`src/rtl/sbq_teller_dispatch_if.sv`:
```
// rtl/sbq_teller_dispatch_if.sv - teller dispatch bus; served_cnt present when SBQ_DISP_STATS_EN is defined
interface sbq_teller_dispatch_if #(
   parameter int N = 3
);
   logic [2:0]   teller_next;
   logic [1:0]   Tcount;
   logic         empty;
   logic         call_valid;
   logic [1:0]   call_teller;
   logic [N-1:0] call_ticket;
   logic         dequeue;
   logic [2:0]   busy;
   logic [2:0]   pend;
`ifdef SBQ_DISP_STATS_EN
   logic [7:0]   served_cnt;

   modport master (
      input  teller_next, Tcount, empty,
      output call_valid, call_teller, call_ticket, dequeue, busy, pend, served_cnt
   );
   modport slave (
      output teller_next, Tcount, empty,
      input  call_valid, call_teller, call_ticket, dequeue, busy, pend, served_cnt
   );
`else
   modport master (
      input  teller_next, Tcount, empty,
      output call_valid, call_teller, call_ticket, dequeue, busy, pend
   );
   modport slave (
      output teller_next, Tcount, empty,
      input  call_valid, call_teller, call_ticket, dequeue, busy, pend
   );
`endif
endinterface

```
`src/rtl/sbq_teller_dispatch.sv`:
```
// rtl/sbq_teller_dispatch.sv - round-robin teller call dispatcher; optional served counter via SBQ_DISP_STATS_EN
module sbq_teller_dispatch #(
   parameter int N   = 3,
   parameter int GAP = 2
) (
   input logic                   clk,
   input logic                   rst,
   sbq_teller_dispatch_if.master bus
);
   typedef enum logic [1:0] {S_IDLE = 2'd0, S_CALL = 2'd1, S_GAP = 2'd2} state_t;

   localparam logic [N-1:0] TICKET_ONE = {{(N-1){1'b0}}, 1'b1};
   localparam logic [3:0]   GAP_LOAD   = (GAP > 0) ? 4'(GAP - 1) : 4'd0;

   state_t       state, state_nxt;
   logic [2:0]   enabled, eligible, press;
   logic [2:0]   pend_q, busy_q, pend_nxt, busy_nxt;
   logic [1:0]   ptr, grant, teller_q;
   logic [N-1:0] ticket_cnt, ticket_q;
   logic [3:0]   gap_cnt;
   logic         found;

   // (base + offs) mod 3 for base, offs in 0..2
   function automatic logic [1:0] rr_idx(input logic [1:0] base, input logic [1:0] offs);
      logic [2:0] sum;
      sum = {1'b0, base} + {1'b0, offs};
      return (sum >= 3'd3) ? 2'(sum - 3'd3) : sum[1:0];
   endfunction

   assign enabled  = {bus.Tcount == 2'd3, bus.Tcount >= 2'd2, bus.Tcount != 2'd0};
   assign eligible = pend_q & enabled;

   // round-robin search from ptr; descending loop so the nearest candidate wins
   always_comb begin
      grant = ptr;
      found = 1'b0;
      for (int k = 2; k >= 0; k--) begin
         if (eligible[rr_idx(ptr, 2'(k))]) begin
            grant = rr_idx(ptr, 2'(k));
            found = 1'b1;
         end
      end
   end

   // state register
   always_ff @(posedge clk or negedge rst) begin
      if (!rst) state <= S_IDLE;
      else      state <= state_nxt;
   end

   // next-state logic
   always_comb begin
      state_nxt = state;
      case (state)
         S_IDLE:  if (found && !bus.empty) state_nxt = S_CALL;
         S_CALL:  state_nxt = (GAP == 0) ? S_IDLE : S_GAP;
         S_GAP:   if (gap_cnt == 4'd0) state_nxt = S_IDLE;
         default: state_nxt = S_IDLE;
      endcase
   end

   // call strobes decoded from state
   always_comb begin
      bus.call_valid = (state == S_CALL);
      bus.dequeue    = (state == S_CALL);
   end

   // pend/busy update: presses latch, disabled tellers clear, the CALL exit serves the grant
   always_comb begin
      press    = bus.teller_next & enabled & ~pend_q;
      pend_nxt = (pend_q | press) & enabled;
      busy_nxt = busy_q & ~press & enabled;
      if (state == S_CALL) begin
         pend_nxt[teller_q] = 1'b0;
         busy_nxt[teller_q] = enabled[teller_q];
      end
   end

   // grant latch, ticket counter, pointer and gap timer
   always_ff @(posedge clk or negedge rst) begin
      if (!rst) begin
         pend_q     <= '0;
         busy_q     <= '0;
         ptr        <= '0;
         teller_q   <= '0;
         ticket_q   <= '0;
         ticket_cnt <= '0;
         gap_cnt    <= '0;
      end else begin
         pend_q <= pend_nxt;
         busy_q <= busy_nxt;
         if (state == S_IDLE && found && !bus.empty) begin
            teller_q <= grant;
            ticket_q <= ticket_cnt;
         end
         if (state == S_CALL) begin
            ticket_cnt <= ticket_cnt + TICKET_ONE;
            ptr        <= rr_idx(teller_q, 2'd1);
            gap_cnt    <= GAP_LOAD;
         end else if (state == S_GAP && gap_cnt != 4'd0) begin
            gap_cnt <= gap_cnt - 4'd1;
         end
      end
   end

   assign bus.call_teller = teller_q;
   assign bus.call_ticket = ticket_q;
   assign bus.pend        = pend_q;
   assign bus.busy        = busy_q;

`ifdef SBQ_DISP_STATS_EN
   logic [7:0] served_q;

   // saturating count of completed calls
   always_ff @(posedge clk or negedge rst) begin
      if (!rst)                                    served_q <= '0;
      else if (state == S_CALL && served_q != 8'hFF) served_q <= served_q + 8'd1;
   end

   assign bus.served_cnt = served_q;
`endif
endmodule

```
`src/flat_wrapper.sv`:
```
// flat-port wrapper written by rule: the top's interface ports become plain ports
module sbq_teller_dispatch_flat 
#(
   parameter int N   = 3,
   parameter int GAP = 2
)
  (clk, rst, bus_teller_next, bus_Tcount, bus_empty, bus_call_valid, bus_call_teller, bus_call_ticket, bus_dequeue, bus_busy, bus_pend);
  sbq_teller_dispatch_if #(.N(N)) bus_i ();
  input logic clk;
  input logic rst;
  input wire logic [$bits(bus_i.teller_next)-1:0] bus_teller_next;
  input wire logic [$bits(bus_i.Tcount)-1:0] bus_Tcount;
  input wire logic [$bits(bus_i.empty)-1:0] bus_empty;
  output wire logic [$bits(bus_i.call_valid)-1:0] bus_call_valid;
  output wire logic [$bits(bus_i.call_teller)-1:0] bus_call_teller;
  output wire logic [$bits(bus_i.call_ticket)-1:0] bus_call_ticket;
  output wire logic [$bits(bus_i.dequeue)-1:0] bus_dequeue;
  output wire logic [$bits(bus_i.busy)-1:0] bus_busy;
  output wire logic [$bits(bus_i.pend)-1:0] bus_pend;
  assign bus_i.teller_next = bus_teller_next;
  assign bus_i.Tcount = bus_Tcount;
  assign bus_i.empty = bus_empty;
  assign bus_call_valid = bus_i.call_valid;
  assign bus_call_teller = bus_i.call_teller;
  assign bus_call_ticket = bus_i.call_ticket;
  assign bus_dequeue = bus_i.dequeue;
  assign bus_busy = bus_i.busy;
  assign bus_pend = bus_i.pend;
  sbq_teller_dispatch #(.N(N), .GAP(GAP)) u_core (.clk(clk), .rst(rst), .bus(bus_i));
endmodule
```
`config.mk`:
```
export PLATFORM = sky130hd
export DESIGN_NAME = sbq_teller_dispatch_flat
export DESIGN_NICKNAME = d
export VERILOG_FILES = /design/src/rtl/sbq_teller_dispatch_if.sv /design/src/rtl/sbq_teller_dispatch.sv /design/src/flat_wrapper.sv
export SDC_FILE = /design/constraint.sdc
export NUM_CORES = 1
export LEC_CHECK = 0
export ABC_AREA = 1
export BUFFER_PORTS_ARGS = -buffer_cell sky130_fd_sc_hd__buf_2
export CAP_MARGIN = 10
export CORE_MARGIN = 3
export CORE_UTILIZATION = 40
export DETAILED_ROUTE_END_ITERATION = 10
export SLEW_MARGIN = 20
export SYNTH_ARGS = -nofsm -noshare
export SYNTH_HDL_FRONTEND = slang
export SYNTH_SLANG_ARGS = --single-unit
export TNS_END_PERCENT = 100
```
`constraint.sdc`:
```
create_clock -name clk -period 3.1 [get_ports clk]
set_input_delay 0.155 -clock clk [delete_from_list [all_inputs] [get_ports clk]]
set_output_delay 0.155 -clock clk [all_outputs]
set_load 0.005 [all_outputs]
```
==> metrics.txt, run 1 <==
Initial Util=0.434; ANT cells=0; Synth area leaders=dfrtp_1 (44%), nand2_1 (12%), ha_1 (9.1%); fin nets=196; register bit total from synthesis=22; switching share of power=0.430; CP Max Fanout=13; Hold Path End=u_core.bus.pend[0]; wire per inst=11.4 um; P_leak=0.783 nW; Hold Path Depth=3; Slew Limit Headroom=0.470; first-pass GRT wire length=3970 um; launching element type of the critical path=flip-flop; crit path DAT=2.12 ns; # DRC=0; P_sw=0.000591 W; TritonCTS Buffers=3; H-tree Lvls=1; Fin Setup TNS=0 ns; HP Start=bus_teller_next[0]; IO Port Bufs=20; die height=61.7 um; layout cells sized above 1=0.191; wirelength, routed=2380 um; Root Driver=clkbuf_4; register area share after synthesis=0.444; gr usage total=0.140; Syn. warnings=0; gpl congestion=0.801; grt ovf=0; CP Class=reg2reg; Detailed Place HPWL=1860 um; vias in the first global route=949; Multi-input gate area=579 sq um; die area=0.00380 sq mm; Slew Viols, Final=0; CTS tree=done; number of synthesized flops with an enable pin=0; Main synth FF type=dfrtp_1; Mapped Avg Cell Area=7.99 sq um; Syn Inst Count=155; chip width=61.7 um; worst skew pair latency=0.31 ns; row cnt=19; fin worst setup slack=1.21 ns; Cell Int Power=0.000782 W; Top Ports=21; Sinks on Clock Net=22; skew final=0.00308 ns; Crit. End Element=flip-flop; vias=1037; Filler cells=289; RSZ-0062 raised after global routing=false; status=completed; sequential share of power=0.343; antenna violations before repair=0; maximum vdd ir drop=0.000413 V; pre-CTS setup slack=1.25 ns; area fraction of the dominant cell type after synthesis=0.444; worst slew pin tran=0.793 ns; MaxCap Viol Count=0; endpoints failing setup=0; Critical Path RT=3.33 ns; distinct cell type count after synthesis=22; CP peak stage delay=0.63 ns; total iterations of the first detailed-routing run=4; most frequent CP cell=o21ai_0; PwrDens=961 mW/mm^2; initial DRC count=59; Async SR Flop Fraction=1.00; # resized after CTS=0; Max Freq=528 MHz; Register-to-Register Setup Slack=1.21 ns; post-CTS setup buffers=0; Post-DRT Antenna Nets=0; register area=551 sq um; worst hold path type=in2reg; Mapped Area=0.00124 sq mm; fin crit share=0.611; R2R Path Start=u_core.state[1]; pin count of the biggest net entering global routing=23; Crit-path slowest cell=nor2_1; Clk pwr share=0.160; clk slew on worst S/H paths=0.12 ns; fin crit period=1.89 ns; leading area contributor after synthesis=dfrtp_1; vias per inst=4.96; Reg2Reg Capture Point=u_core.gap_cnt[0]; critical path cell sequence=nor2_1, inv_1, nand2_1, o21ai_0, o21ai_0; synthesized net count=172; Register-to-Register Path Depth=5; Comb pwr share=0.497; Final Hold Vio Count=0; P&R area growth vs syn=15.4%; CORE AREA=0.00285 sq mm; Bufs on Longest Clock Path=2
-- worst max-delay path, delay by kind of cell (launching register included) --
kind,cells,cell delay [ns]
and+or+nand+nor,2,0.85
DFF,1,0.43
AOI/OAI and AO/OA,2,0.22
buffers and inverters,1,0.31
-- what timing repair did --
| action | 4_1_cts | 5_1_grt |
|---|---|---|
| hold endpoints to repair | 22 | 0 |
| hold buffers | 1 | 0 |
| endpoints found under the setup margin | 0 | 0 |
-- how the worst max path moves through the flow --
| stage | start | to | slack (ns) | depth (start not counted) |
|---|---|---|---|---|
| 6_report | u_core.state[1] | u_core.gap_cnt[0] | 1.21 | 5 |
| 5_1_grt | u_core.state[1] | u_core.gap_cnt[0] | 1.04 | 5 |
| 4_1_cts | u_core.state[1] | u_core.gap_cnt[0] | 1.21 | 5 |
| 3_5_place_dp | u_core.state[1] | u_core.gap_cnt[0] | 1.25 | 5 |
| 3_3_place_gp | u_core.state[1] | u_core.gap_cnt[0] | 1.30 | 5 |
| 2_1_floorplan | u_core.ptr[0] | u_core.bus.call_teller[1] | 1.55 | 12 |
-- metal layers --
metal,vias up,track usage,share of wire
met2,22,0.238,0.47
met4,0,0.0303,0.012
met1,470,0.174,0.46
li1,541,-,-
met5,-,0,0
met3,4,0.0440,0.051
-- cell type report --
class / count / share of cell area
multi-input cells: 105 / 0.405
flip-flops and latches: 22 / 0.385
repair buffers: 21 / 0.0771
inverters: 26 / 0.0683
well taps: 31 / 0.0271
clock inverters: 1 / 0.0210
clock buffers: 3 / 0.0158
-- cells in the final DEF (no fill, tap or decap), types with 3 or more instances in the layout --
| master | instances |
|---|---|
| dfrtp_1 | 22 |
| o21ai_0 | 12 |
| nand2_2 | 6 |
| ha_1 | 9 |
| inv_1 | 25 |
| nand2_1 | 38 |
| nor2_1 | 11 |
| buf_2 | 20 |
| a21oi_1 | 5 |
| nand3_1 | 10 |
| clkbuf_4 | 3 |
| xor2_1 | 3 |
-- power groups by stage --
| stage | Combinational (W) | Clock (W) | Sequential [W] |
|---|---|---|---|
| after CTS | 0.000693 | 0.000229 | 0.000471 |
| after global routing | 0.000799 | 0.000242 | 0.000486 |
| after detailed placement | 0.000687 | 0 | 0.000477 |
| after floorplan | 0.000524 | 0 | 0.000466 |
| after global placement | 0.000669 | 0 | 0.000476 |
| final | 0.000682 | 0.000220 | 0.000471 |
-- logic make-up after synthesis --
family          share of synthesized area
simple gates                        0.242
compound gates                      0.113
buf+inv                            0.0879
fa+ha+maj                          0.0909
xor+xnor                           0.0212
flops                               0.444
-- Yosys cell counts, types with 2 or more instances --
library cell	number
inv_1	25
o21ai_1	2
nand3_1	10
a21oi_1	5
o22ai_1	2
o21ai_0	12
ha_1	9
xor2_1	3
dfrtp_1	22
nor2_1	11
nand2_1	38
nand2_2	6
-- registers in the layout (all words and copies together), names as in the netlist --
register	count
u_core.bus.call_teller	2
u_core.bus.call_ticket	3
u_core.ticket_cnt	3
u_core.bus.pend	3
u_core.gap_cnt	4
u_core.state	2
u_core.ptr	2
u_core.bus.busy	3
-- per-stage QoR --
step	instances	hold WS [ns]	power [W]	util	area, sq um
2_1_floorplan	155	-0.141	0.000990	-	1240
3_3_place_gp	204	0.147	0.00114	0.479	1370
3_5_place_dp	204	0.150	0.00116	0.479	1370
4_1_cts	209	0.0796	0.00139	0.501	1430
5_1_grt	209	0.0821	0.00153	0.501	1430
6_report	209	0.0879	0.00137	0.501	1430
(Power assumes the default switching activity.)
==> run 2: changes to the inputs <==
--- a/config.mk
+++ b/config.mk
@@ -5,7 +5,7 @@
 export SDC_FILE = /design/constraint.sdc
 export NUM_CORES = 1
 export LEC_CHECK = 0
-export ABC_AREA = 1
+export ABC_AREA = 0
 export BUFFER_PORTS_ARGS = -buffer_cell sky130_fd_sc_hd__buf_2
 export CAP_MARGIN = 10
 export CORE_MARGIN = 3
==> constraint.sdc (replaced) <==
create_clock -name clk -period 1.66 [get_ports clk]
set_input_delay 0.083 -clock clk [delete_from_list [all_inputs] [get_ports clk]]
set_output_delay 0.083 -clock clk [all_outputs]
set_load 0.005 [all_outputs]
==> run 2 against run 1 <==
Net effect: the flow now finishes with violations (setup timing); total power increased by 130%; first-iteration DRC count decreased by 39%; area after synthesis increased by 9.8%; clock skew decreased by 0.00062 ns; via count increased by 4.8%; clock power increased by 80%; maximum frequency decreased by 12%; core utilization increased by 5.5 points; largest cell class unchanged; highest routed layer unchanged.
==> metrics.txt, run 2 <==
status=complete, but fails checks (was completed); failing checks=setup timing; fin worst setup slack=-0.482 ns (was 1.21 ns); commonest non-fill, non-tap cells in the layout=buf_4 (22), dfrtp_1 (22), buf_2 (20) (was nand2_1 (38), inv_1 (25), dfrtp_1 (22)); endpoints failing setup=6 (was 0); main combinational cell family by area after synthesis=compound AO/OA/AOI/OAI gates (was simple AND/OR/NAND/NOR gates); vias per inst=4.94 (was 4.96); Mapped Avg Cell Area=10.1 sq um (was 7.99 sq um); Mapped Area=0.00136 sq mm (was 0.00124 sq mm); R2R Path Start=u_core.ptr[0] (was u_core.state[1]); skew final=0.00246 ns (was 0.00308 ns); Main synth FF type=dfrtp_1 (unchanged); HP Start=bus_teller_next[0] (unchanged); Synth area leaders=dfrtp_1 (40%), ha_1 (8.3%), mux2_2 (4.1%) (was dfrtp_1 (44%), nand2_1 (12%), ha_1 (9.1%)); clk slew on worst S/H paths=0.12 ns (about the same); IO Port Bufs=20 (unchanged); leading area contributor after synthesis=dfrtp_1 (unchanged); total iterations of the first detailed-routing run=4 (unchanged); register bit total from synthesis=22 (unchanged); fin crit share=1.29 (was 0.611); complex-gate fraction of the synthesized area=0.185 (was 0.113); H-tree Lvls=1 (unchanged); worst skew pair latency=0.30 ns (was 0.31 ns); max reg flops=4 (unchanged); P&R area growth vs syn=28.9% (was 15.4%); most instantiated cells after synthesis=dfrtp_1 (22), inv_1 (14), nand2_1 (10) (was nand2_1 (38), inv_1 (25), dfrtp_1 (22)); fin crit period=2.14 ns (was 1.89 ns); Final Hold Vio Count=0 (unchanged); Slew Viols, Final=0 (unchanged); xor and xnor area share after synthesis=0.0258 (was 0.0212); grt ovf=0 (unchanged); gr usage total=0.161 (was 0.140); RSZ-0062 raised after global routing=true (was false); Slew Limit Headroom=0.686 (was 0.470); Syn. warnings=0 (unchanged); die area=0.00414 sq mm (was 0.00380 sq mm); die height=64.3 um (was 61.7 um); CP Class=reg2reg (unchanged); most common cell in the netlist=dfrtp_1 (was nand2_1); wirelength, routed=2990 um (was 2380 um); first-pass GRT wire length=5310 um (was 3970 um); initial DRC count=36 (was 59); worst hold path type=in2reg (unchanged); vias=1087 (was 1037); PwrDens=1820 mW/mm^2 (was 961 mW/mm^2); synthesized net count=152 (was 172); Fin Setup TNS=-2.41 ns (was 0 ns); TritonCTS Buffers=3 (unchanged); row cnt=20 (was 19); distinct cell type count after synthesis=39 (was 22); Crit. End Element=flip-flop (unchanged); maximum vdd ir drop=0.00109 V (was 0.000413 V); # DRC=0 (unchanged); CORE AREA=0.00315 sq mm (was 0.00285 sq mm); Filler cells=314 (was 289); most flop-heavy register=u_core.gap_cnt (unchanged); pin count of the biggest net entering global routing=23 (unchanged); area fraction of the dominant cell type after synthesis=0.405 (was 0.444); Critical Path RT=1.85 ns (was 3.33 ns); CP Max Fanout=6 (was 13); Post-DRT Antenna Nets=0 (unchanged); launching element type of the critical path=flip-flop (unchanged); gpl congestion=0.849 (was 0.801); Setup crit start=u_core.ptr[0] (was u_core.state[1]); register area share after synthesis=0.405 (was 0.444); crit path DAT=2.34 ns (was 2.12 ns); Initial Util=0.431 (was 0.434); CTS tree=done (unchanged); P_leak=0.862 nW (was 0.783 nW); Detailed Place HPWL=2420 um (was 1860 um); vias in the first global route=1160 (was 949); Max Freq=467 MHz (was 528 MHz); Top Ports=21 (unchanged); mux cell area share after synthesis=0.0892 (was 0); layout cells sized above 1=0.375 (was 0.191); WHS=0.0727 ns (was 0.0879 ns); ANT cells=0 (unchanged); Bufs on Longest Clock Path=2 (unchanged); antenna violations before repair=0 (unchanged); Async SR Flop Fraction=1.00 (unchanged); Root Driver=clkbuf_4 (unchanged); Syn Inst Count=135 (was 155); worst slew pin tran=0.471 ns (was 0.793 ns); fin nets=194 (was 196); chip width=64.3 um (was 61.7 um); Post-Synth Simple-Gate Area=0.120 (was 0.242); number of synthesized flops with an enable pin=0 (unchanged); Post-Synth Adder-Cell Area=0.0902 (was 0.0909); MaxCap Viol Count=0 (unchanged); Sinks on Clock Net=22 (unchanged); wire per inst=13.6 um (was 11.4 um)
[run 2: cell count changes after synthesis, moves of 5 or more]
cell      change
nand2b_1      +6
inv_1        -11
nor2_1        -6
nand2_1      -28
nand3_1       -7
nand2_2       -6
mux2i_1       +5
mux2_2        +5
[run 2: path summary, 6_finish.rpt]
| check | end | slack, ns | cells past startpoint |
|---|---|---|---|
| min reg2reg | u_core.ticket_cnt[2] | 0.48 | 1 |
| min | u_core.bus.busy[0] | 0.07 | 4 |
| max in group asynchronous | u_core.bus.busy[0] | 1.07 | 2 |
| max | u_core.bus.call_ticket[2] | -0.48 | 8 |
| min in group asynchronous | u_core.gap_cnt[0] | 0.27 | 2 |
| max reg2reg | u_core.bus.call_ticket[2] | -0.48 | 8 |
[run 2: worst max-delay path: stages, from the launching register on]
cell	delay, ns
dfrtp_1	0.42
buf_6	0.13
ha_4	0.17
mux2i_1	0.13
o22ai_1	0.23
a221oi_2	0.11
a2111oi_4	0.37
buf_6	0.18
mux2_4	0.30
[run 2: layer usage]
metal,track usage,up-vias,wire (um)
met5,0,-,0
met4,0.0475,0,19
met3,0.0193,2,100
met2,0.286,13,1580
met1,0.202,524,1290
li1,-,548,-
[run 2: cell type report]
| type | count | area (sq um) | area share |
|---|---|---|---|
| Clock buffer | 3 | 22.5 | 0.0128 |
| Clock inverter | 1 | 30.0 | 0.0171 |
| Inverter | 14 | 52.6 | 0.0300 |
| Multi-Input combinational cell | 91 | 744 | 0.425 |
| Sequential cell | 22 | 551 | 0.314 |
| Tap cell | 44 | 55.1 | 0.0314 |
| Timing Repair Buffer | 45 | 298 | 0.170 |
[run 2: cells by family after synthesis]
kind of cell,Yosys count
adders and majority gates,10
buffers and inverters,22
xor gates and xnor gates,4
DFF,22
and+or+nand+nor,32
AOI/OAI and AO/OA,34
muxes,11
[run 2: what timing repair did]
action                                  CTS  global route
pin swaps                                 3             4
hold buffers                              1             0
buffers inserted                          2             1
resized for setup                         1             5
endpoints found under the setup margin    6             6
hold endpoints to repair                 22             0
[run 2: where the power goes]
part           switching, W  internal [W]  leakage [nW]  total (W)
Combinational      0.000831       0.00102         0.558    0.00185
Clock              0.000153      0.000244        0.0279   0.000397
Sequential         0.000197      0.000745         0.276   0.000942
Total               0.00118       0.00201         0.862    0.00319
[run 2: per-stage QoR]
step                      total power, W  area [sq um]   util  setup WS, ns  std cells
after floorplan                  0.00208          1410      -        -0.469        135
after global placement           0.00270          1660  0.527        -0.492        214
after detailed placement         0.00275          1660  0.527        -0.523        214
after CTS                        0.00318          1730  0.550        -0.508        220
after global routing             0.00347          1750  0.556        -0.572        220
final                            0.00319          1750  0.556        -0.482        220
